## config.mk

```make
export PLATFORM = sky130hd
export DESIGN_NAME = mmio_gpio
export DESIGN_NICKNAME = d
export VERILOG_FILES = /design/src/rtl/mmio_gpio.sv
export SDC_FILE = /design/constraint.sdc
export NUM_CORES = 1
export LEC_CHECK = 0
export ABC_AREA = 0
export CAP_MARGIN = 20
export CORE_UTILIZATION = 40
export DETAILED_ROUTE_END_ITERATION = 8
export GPL_ROUTABILITY_DRIVEN = 0
export PLACE_DENSITY = 0.6
export SETUP_SLACK_MARGIN = 0.4
export SYNTH_ARGS = -nofsm -noshare
export SYNTH_HDL_FRONTEND = slang
export SYNTH_SLANG_ARGS = --single-unit
```

## constraint.sdc

```tcl
create_clock -name clk -period 4.02 [get_ports clk]
set_input_delay 0.804 -clock clk [delete_from_list [all_inputs] [get_ports clk]]
set_output_delay 0.804 -clock clk [all_outputs]
set_load 0.01 [all_outputs]
```

## src/rtl/mmio_gpio.sv

```systemverilog
// Memory-mapped GPIO: LED output register with set/clear/toggle aliases, synchronised
// and debounced switch inputs, sticky change flags and a registered level interrupt.

module mmio_gpio_deb #(
    parameter int DEB_SAMPLES = 4
) (
    input  logic clk,
    input  logic rstn,
    input  logic tick,
    input  logic raw,
    output logic deb,
    output logic deb_nxt
);
    logic [3:0] cnt_q, cnt_d;
    logic       deb_q, deb_d;

    always_comb begin
        cnt_d = cnt_q;
        deb_d = deb_q;
        if (tick) begin
            if (raw == deb_q) begin
                cnt_d = 4'd0;
            end else if (cnt_q + 4'd1 == 4'(DEB_SAMPLES)) begin
                deb_d = raw;
                cnt_d = 4'd0;
            end else begin
                cnt_d = cnt_q + 4'd1;
            end
        end
    end

    always_ff @(posedge clk or negedge rstn) begin
        if (!rstn) begin
            cnt_q <= 4'd0;
            deb_q <= 1'b0;
        end else begin
            cnt_q <= cnt_d;
            deb_q <= deb_d;
        end
    end

    assign deb     = deb_q;
    assign deb_nxt = deb_d;
endmodule

module mmio_gpio #(
    parameter int GPIO_W      = 16,
    parameter int DEB_DIV     = 1000,
    parameter int DEB_SAMPLES = 4
) (
    input  logic              clk,
    input  logic              rstn,
    input  logic              sel,
    input  logic              rd,
    input  logic [3:0]        we,
    input  logic [2:0]        addr,
    input  logic [31:0]       data_in,
    output logic [31:0]       data_out,
    input  logic [GPIO_W-1:0] sw,
    output logic [GPIO_W-1:0] led,
    output logic              irq
);
    localparam int          PW    = (DEB_DIV > 1) ? $clog2(DEB_DIV) : 1;
    localparam logic [PW-1:0] PMAX = PW'(DEB_DIV - 1);
    localparam logic [31:0] GMASK = (GPIO_W >= 32) ? 32'hFFFF_FFFF
                                                   : ((32'd1 << GPIO_W) - 32'd1);

    localparam logic [2:0] A_LED  = 3'd0;
    localparam logic [2:0] A_SET  = 3'd1;
    localparam logic [2:0] A_CLR  = 3'd2;
    localparam logic [2:0] A_TGL  = 3'd3;
    localparam logic [2:0] A_RAW  = 3'd4;
    localparam logic [2:0] A_DEB  = 3'd5;
    localparam logic [2:0] A_EDGE = 3'd6;
    localparam logic [2:0] A_IEN  = 3'd7;

    logic [GPIO_W-1:0] sync1_q, raw_q;
    logic [PW-1:0]     pre_q, pre_d;
    logic              tick;
    logic [GPIO_W-1:0] deb_w, deb_nxt_w, chg;
    logic [31:0]       led_q, led_d;
    logic [GPIO_W-1:0] edge_q, edge_d;
    logic [GPIO_W-1:0] ien_q, ien_d;
    logic [31:0]       dout_q, dout_d;
    logic              irq_q, irq_d;
    logic              wr;
    logic [31:0]       wm, wd;
    logic [31:0]       rdata;

    assign tick  = (pre_q == PMAX);
    assign pre_d = tick ? '0 : pre_q + 1'b1;

    for (genvar i = 0; i < GPIO_W; i++) begin : g_lane
        mmio_gpio_deb #(.DEB_SAMPLES(DEB_SAMPLES)) u_deb (
            .clk     (clk),
            .rstn    (rstn),
            .tick    (tick),
            .raw     (raw_q[i]),
            .deb     (deb_w[i]),
            .deb_nxt (deb_nxt_w[i])
        );
    end

    // Flags are raised on the same edge the debounced value moves.
    assign chg = deb_nxt_w ^ deb_w;

    assign wr = sel && (|we);
    assign wm = {{8{we[3]}}, {8{we[2]}}, {8{we[1]}}, {8{we[0]}}};
    assign wd = data_in & wm & GMASK;

    always_comb begin
        led_d  = led_q;
        ien_d  = ien_q;
        edge_d = edge_q;
        if (wr) begin
            case (addr)
                A_LED:   led_d = (led_q & ~wm) | wd;
                A_SET:   led_d = led_q | wd;
                A_CLR:   led_d = led_q & ~wd;
                A_TGL:   led_d = led_q ^ wd;
                A_EDGE:  edge_d = edge_q & ~wd[GPIO_W-1:0];
                A_IEN:   ien_d = (ien_q & ~wm[GPIO_W-1:0]) | wd[GPIO_W-1:0];
                default: ;
            endcase
        end
        // Hardware set overrides a same-cycle software clear.
        edge_d = edge_d | chg;
    end

    always_comb begin
        rdata = 32'd0;
        case (addr)
            A_LED:   rdata = led_q;
            A_RAW:   rdata = 32'(raw_q);
            A_DEB:   rdata = 32'(deb_w);
            A_EDGE:  rdata = 32'(edge_q);
            A_IEN:   rdata = 32'(ien_q);
            default: rdata = 32'd0;
        endcase
        dout_d = (sel && rd) ? rdata : dout_q;
        irq_d  = |(edge_q & ien_q);
    end

    always_ff @(posedge clk or negedge rstn) begin
        if (!rstn) begin
            sync1_q <= '0;
            raw_q   <= '0;
            pre_q   <= '0;
            led_q   <= 32'd0;
            edge_q  <= '0;
            ien_q   <= '0;
            dout_q  <= 32'd0;
            irq_q   <= 1'b0;
        end else begin
            sync1_q <= sw;
            raw_q   <= sync1_q;
            pre_q   <= pre_d;
            led_q   <= led_d;
            edge_q  <= edge_d;
            ien_q   <= ien_d;
            dout_q  <= dout_d;
            irq_q   <= irq_d;
        end
    end

    assign led      = led_q[GPIO_W-1:0];
    assign data_out = dout_q;
    assign irq      = irq_q;
endmodule
```

==> impl_metrics.env <==
export IMPL_synth_largest_area_cell="dfrtp_1"
export IMPL_clock_latency_ns=0.51
export IMPL_post_cts_setup_buffers=0
export IMPL_wl_met3_um=826
export IMPL_grt_pass1_vias=7820
export IMPL_synth_cells=1043
export IMPL_synth_most_common_cell="dfrtp_1"
export IMPL_die_x_um=166
export IMPL_core_area_sq_mm=0.0262
export IMPL_async_flop_share=1.00
export IMPL_antenna_left=0
export IMPL_critPathRequiredTime_ns=4.42
export IMPL_setup_viol=0
export IMPL_synth_flop_cell="dfrtp_1"
export IMPL_ctsResizeCount=0
export IMPL_path_delay_family="simple AND/OR/NAND/NOR gates"
export IMPL_rr_startpoint="pre_q[0]"
export IMPL_wire_per_inst_um=17.8
export IMPL_m1WireLength_um=12200
export IMPL_grt_max_degree=109
export IMPL_initial_core_util=0.410
export IMPL_timing_final_crit_share=0.725
export IMPL_critPathCaptureType="register"
export IMPL_ctsHoldBuffers=0
export IMPL_fin_setup_tns_ns=0
export IMPL_p_per_area_mw_per_mm2=416
export IMPL_drive_above_1_share=0.108
export IMPL_clk_pin_slew_ns=0.06
export IMPL_ir_worst_vdd_mv=0.306
export IMPL_synth_edf_count=0
export IMPL_h_tree_depth=1
export IMPL_utilization=0.484
export IMPL_yosys_area_top_type_share=0.510
export IMPL_clockRootBuffer="clkbuf_16"
export IMPL_ys_top_cells_by_count="219 x dfrtp_1, 158 x nand2_1, 102 x o21ai_0"
export IMPL_top_layer="met4"
export IMPL_hold_worst_slack_ns=0.345
export IMPL_grt_overflow=0
export IMPL_synth_nets=1144
export IMPL_drtPass1Iterations=7
export IMPL_skew_ns=0.00926
export IMPL_grt_pass1_wl_um=42800
export IMPL_antenna_found_initial=0
export IMPL_io_pins=108
export IMPL_drv_cap=0
export IMPL_fin_crit_ns=2.92
export IMPL_outcome="finished, violations left"
export IMPL_seq_area_frac_synth=0.510
export IMPL_vias=8000
export IMPL_dp_hpwl_um=18100
export IMPL_antennaDiodeCount=0
export IMPL_vias_per_cell=5.46
export IMPL_die_height_um=166
export IMPL_routed_wl_um=26100
export IMPL_syn2layout_area_growth_pct=17.9
export IMPL_rsz0062_at_grt="false"
export IMPL_critical_path_peak_fanout=11
export IMPL_min_path_type="input port to async pin"
export IMPL_avgSynthCellArea_sq_um=10.3
export IMPL_worst_pin_slew_ns=0.899
export IMPL_detail_route_iter0_violations=565
export IMPL_wl_met2_um=12200
export IMPL_fmax_mhz=343
export IMPL_dieArea_sq_mm=0.0275
export IMPL_core_rowCount=59
export IMPL_crit_arrival_ns=3.31
export IMPL_violations="DRC"
export IMPL_yosysWarnings=0
export IMPL_worstSetupPathType="input port to register"
export IMPL_slowest_delay_ns=0.80
export IMPL_leakage_nw=5.63
export IMPL_syn_area_sq_mm=0.0107
export IMPL_final_nets=1217
export IMPL_ys_types=48
export IMPL_cts_buffer_depth=3
export IMPL_crit_chain="clkdlybuf4s50_1, nor4_1, nor3b_2, o21ai_1, a22o_1"
export IMPL_crit_path_start="we[0]"
export IMPL_numCtsBuffers=25
export IMPL_crit_buf_inv=1
export IMPL_hold_violations=0
export IMPL_cp_slowest_cell="clkdlybuf4s50_1"
export IMPL_cts_tree="done"
export IMPL_synth_area_top_cells="dfrtp_1 51%, nand2_1 5.5%, ha_1 4.9%"
export IMPL_clock_sinks=219
export IMPL_setup_worst_path_start_class="input port"
export IMPL_grt_usage=0.194
export IMPL_route_detailed_drc=3
export IMPL_io_buffer_count=91
export IMPL_drv_slew=0
export IMPL_max_slew_margin=0.401
export IMPL_ys_ff_latch=219
==> state kept, by name, indices dropped and copies added (netlist names), named ones only <==
register / flops
data_out: 32
edge_q: 16
g_lane.u_deb.cnt_q: 64
g_lane.u_deb.deb: 16
irq: 1
led_q: 32
pre_q: 10
raw_q: 16
sync1_q: 16
==> metal layers <==
metal | track usage | vias up
li1 | - | 3850
met1 | 0.270 | 3942
met3 | 0.0219 | 55
met2 | 0.315 | 153
met4 | 0.0666 | 0
met5 | 0 | -
==> report_power, final <==
group          leakage, nW  switching, mW  internal [mW]
sequential            2.87          0.140           2.35
combinational         2.38          0.320          0.333
clock                0.373          0.870           1.27
==> through the flow <==
step           worst slack (ns)  std cells  cell area [sq um]  power [mW]
2_1_floorplan              1.86       1043              10700        2.87
3_3_place_gp              0.694       1424              11900        3.17
3_5_place_dp              0.608       1424              11900        3.18
4_1_cts                    1.15       1464              12700        5.34
5_1_grt                    1.05       1464              12700        5.52
6_report                   1.10       1464              12700        5.28
==> cell usage in the layout, fill, tap and decap left out, types with 3 or more instances in the layout <==
cell type	instances
nand3b_1	7
inv_1	11
and2_1	23
clkdlybuf4s50_1	89
nor4bb_1	6
nor3b_1	5
dfrtp_1	219
nand4_1	5
a31oi_1	12
clkbuf_8	4
ha_1	42
o31ai_1	6
nand2b_1	6
xor2_1	29
or2_2	6
o21ai_1	7
clkbuf_1	5
nor3b_2	4
xnor2_1	13
o211ai_1	6
a21oi_1	25
o21bai_1	3
a32o_1	13
mux2_2	46
mux2i_1	10
a22o_1	46
buf_4	15
clkinv_2	4
o21ai_0	102
a221oi_1	4
clkbuf_16	25
a22oi_1	15
nand2_1	158
or3b_2	7
nor2_1	48
nand3_1	65
nor2b_1	11
nor3_1	7
==> logic make-up (layout without fill, tap and decap cells) <==
| group | count (synthesis) | in the layout | share of synthesized area |
|---|---|---|---|
| AOI/OAI and AO/OA | 240 | 240 | 0.144 |
| xor gates and xnor gates | 42 | 42 | 0.0342 |
| adders and majority gates | 42 | 42 | 0.0489 |
| buffers and inverters | 73 | 159 | 0.0354 |
| DFF | 219 | 219 | 0.510 |
| muxes | 58 | 58 | 0.0607 |
| and+or+nand+nor | 369 | 369 | 0.167 |
==> cell type report <==
| class | count | area (sq um) |
|---|---|---|
| well taps | 335 | 419 |
| clock inverters | 6 | 57.6 |
| inverters | 11 | 41.3 |
| fillers | 2393 | 13500 |
| repair buffers | 108 | 1060 |
| flip-flops and latches | 219 | 5480 |
| multi-input cells | 751 | 4910 |
| clock buffers | 34 | 699 |
==> final timing paths <==
path / endpoint / slack, ns / cells past startpoint
worst max-delay path: led_q[1] / 1.10 / 5
worst min-delay path: g_lane[14].u_deb.cnt_q[0] / 0.35 / 1
worst max register to register: g_lane[3].u_deb.cnt_q[2] / 1.72 / 5
worst min register to register: raw_q[4] / 0.35 / 0
max in group asynchronous: g_lane[0].u_deb.cnt_q[2] / 2.81 / 2
min in group clk: raw_q[4] / 0.35 / 0
No activity file was read; power rests on OpenSTA's default activity.
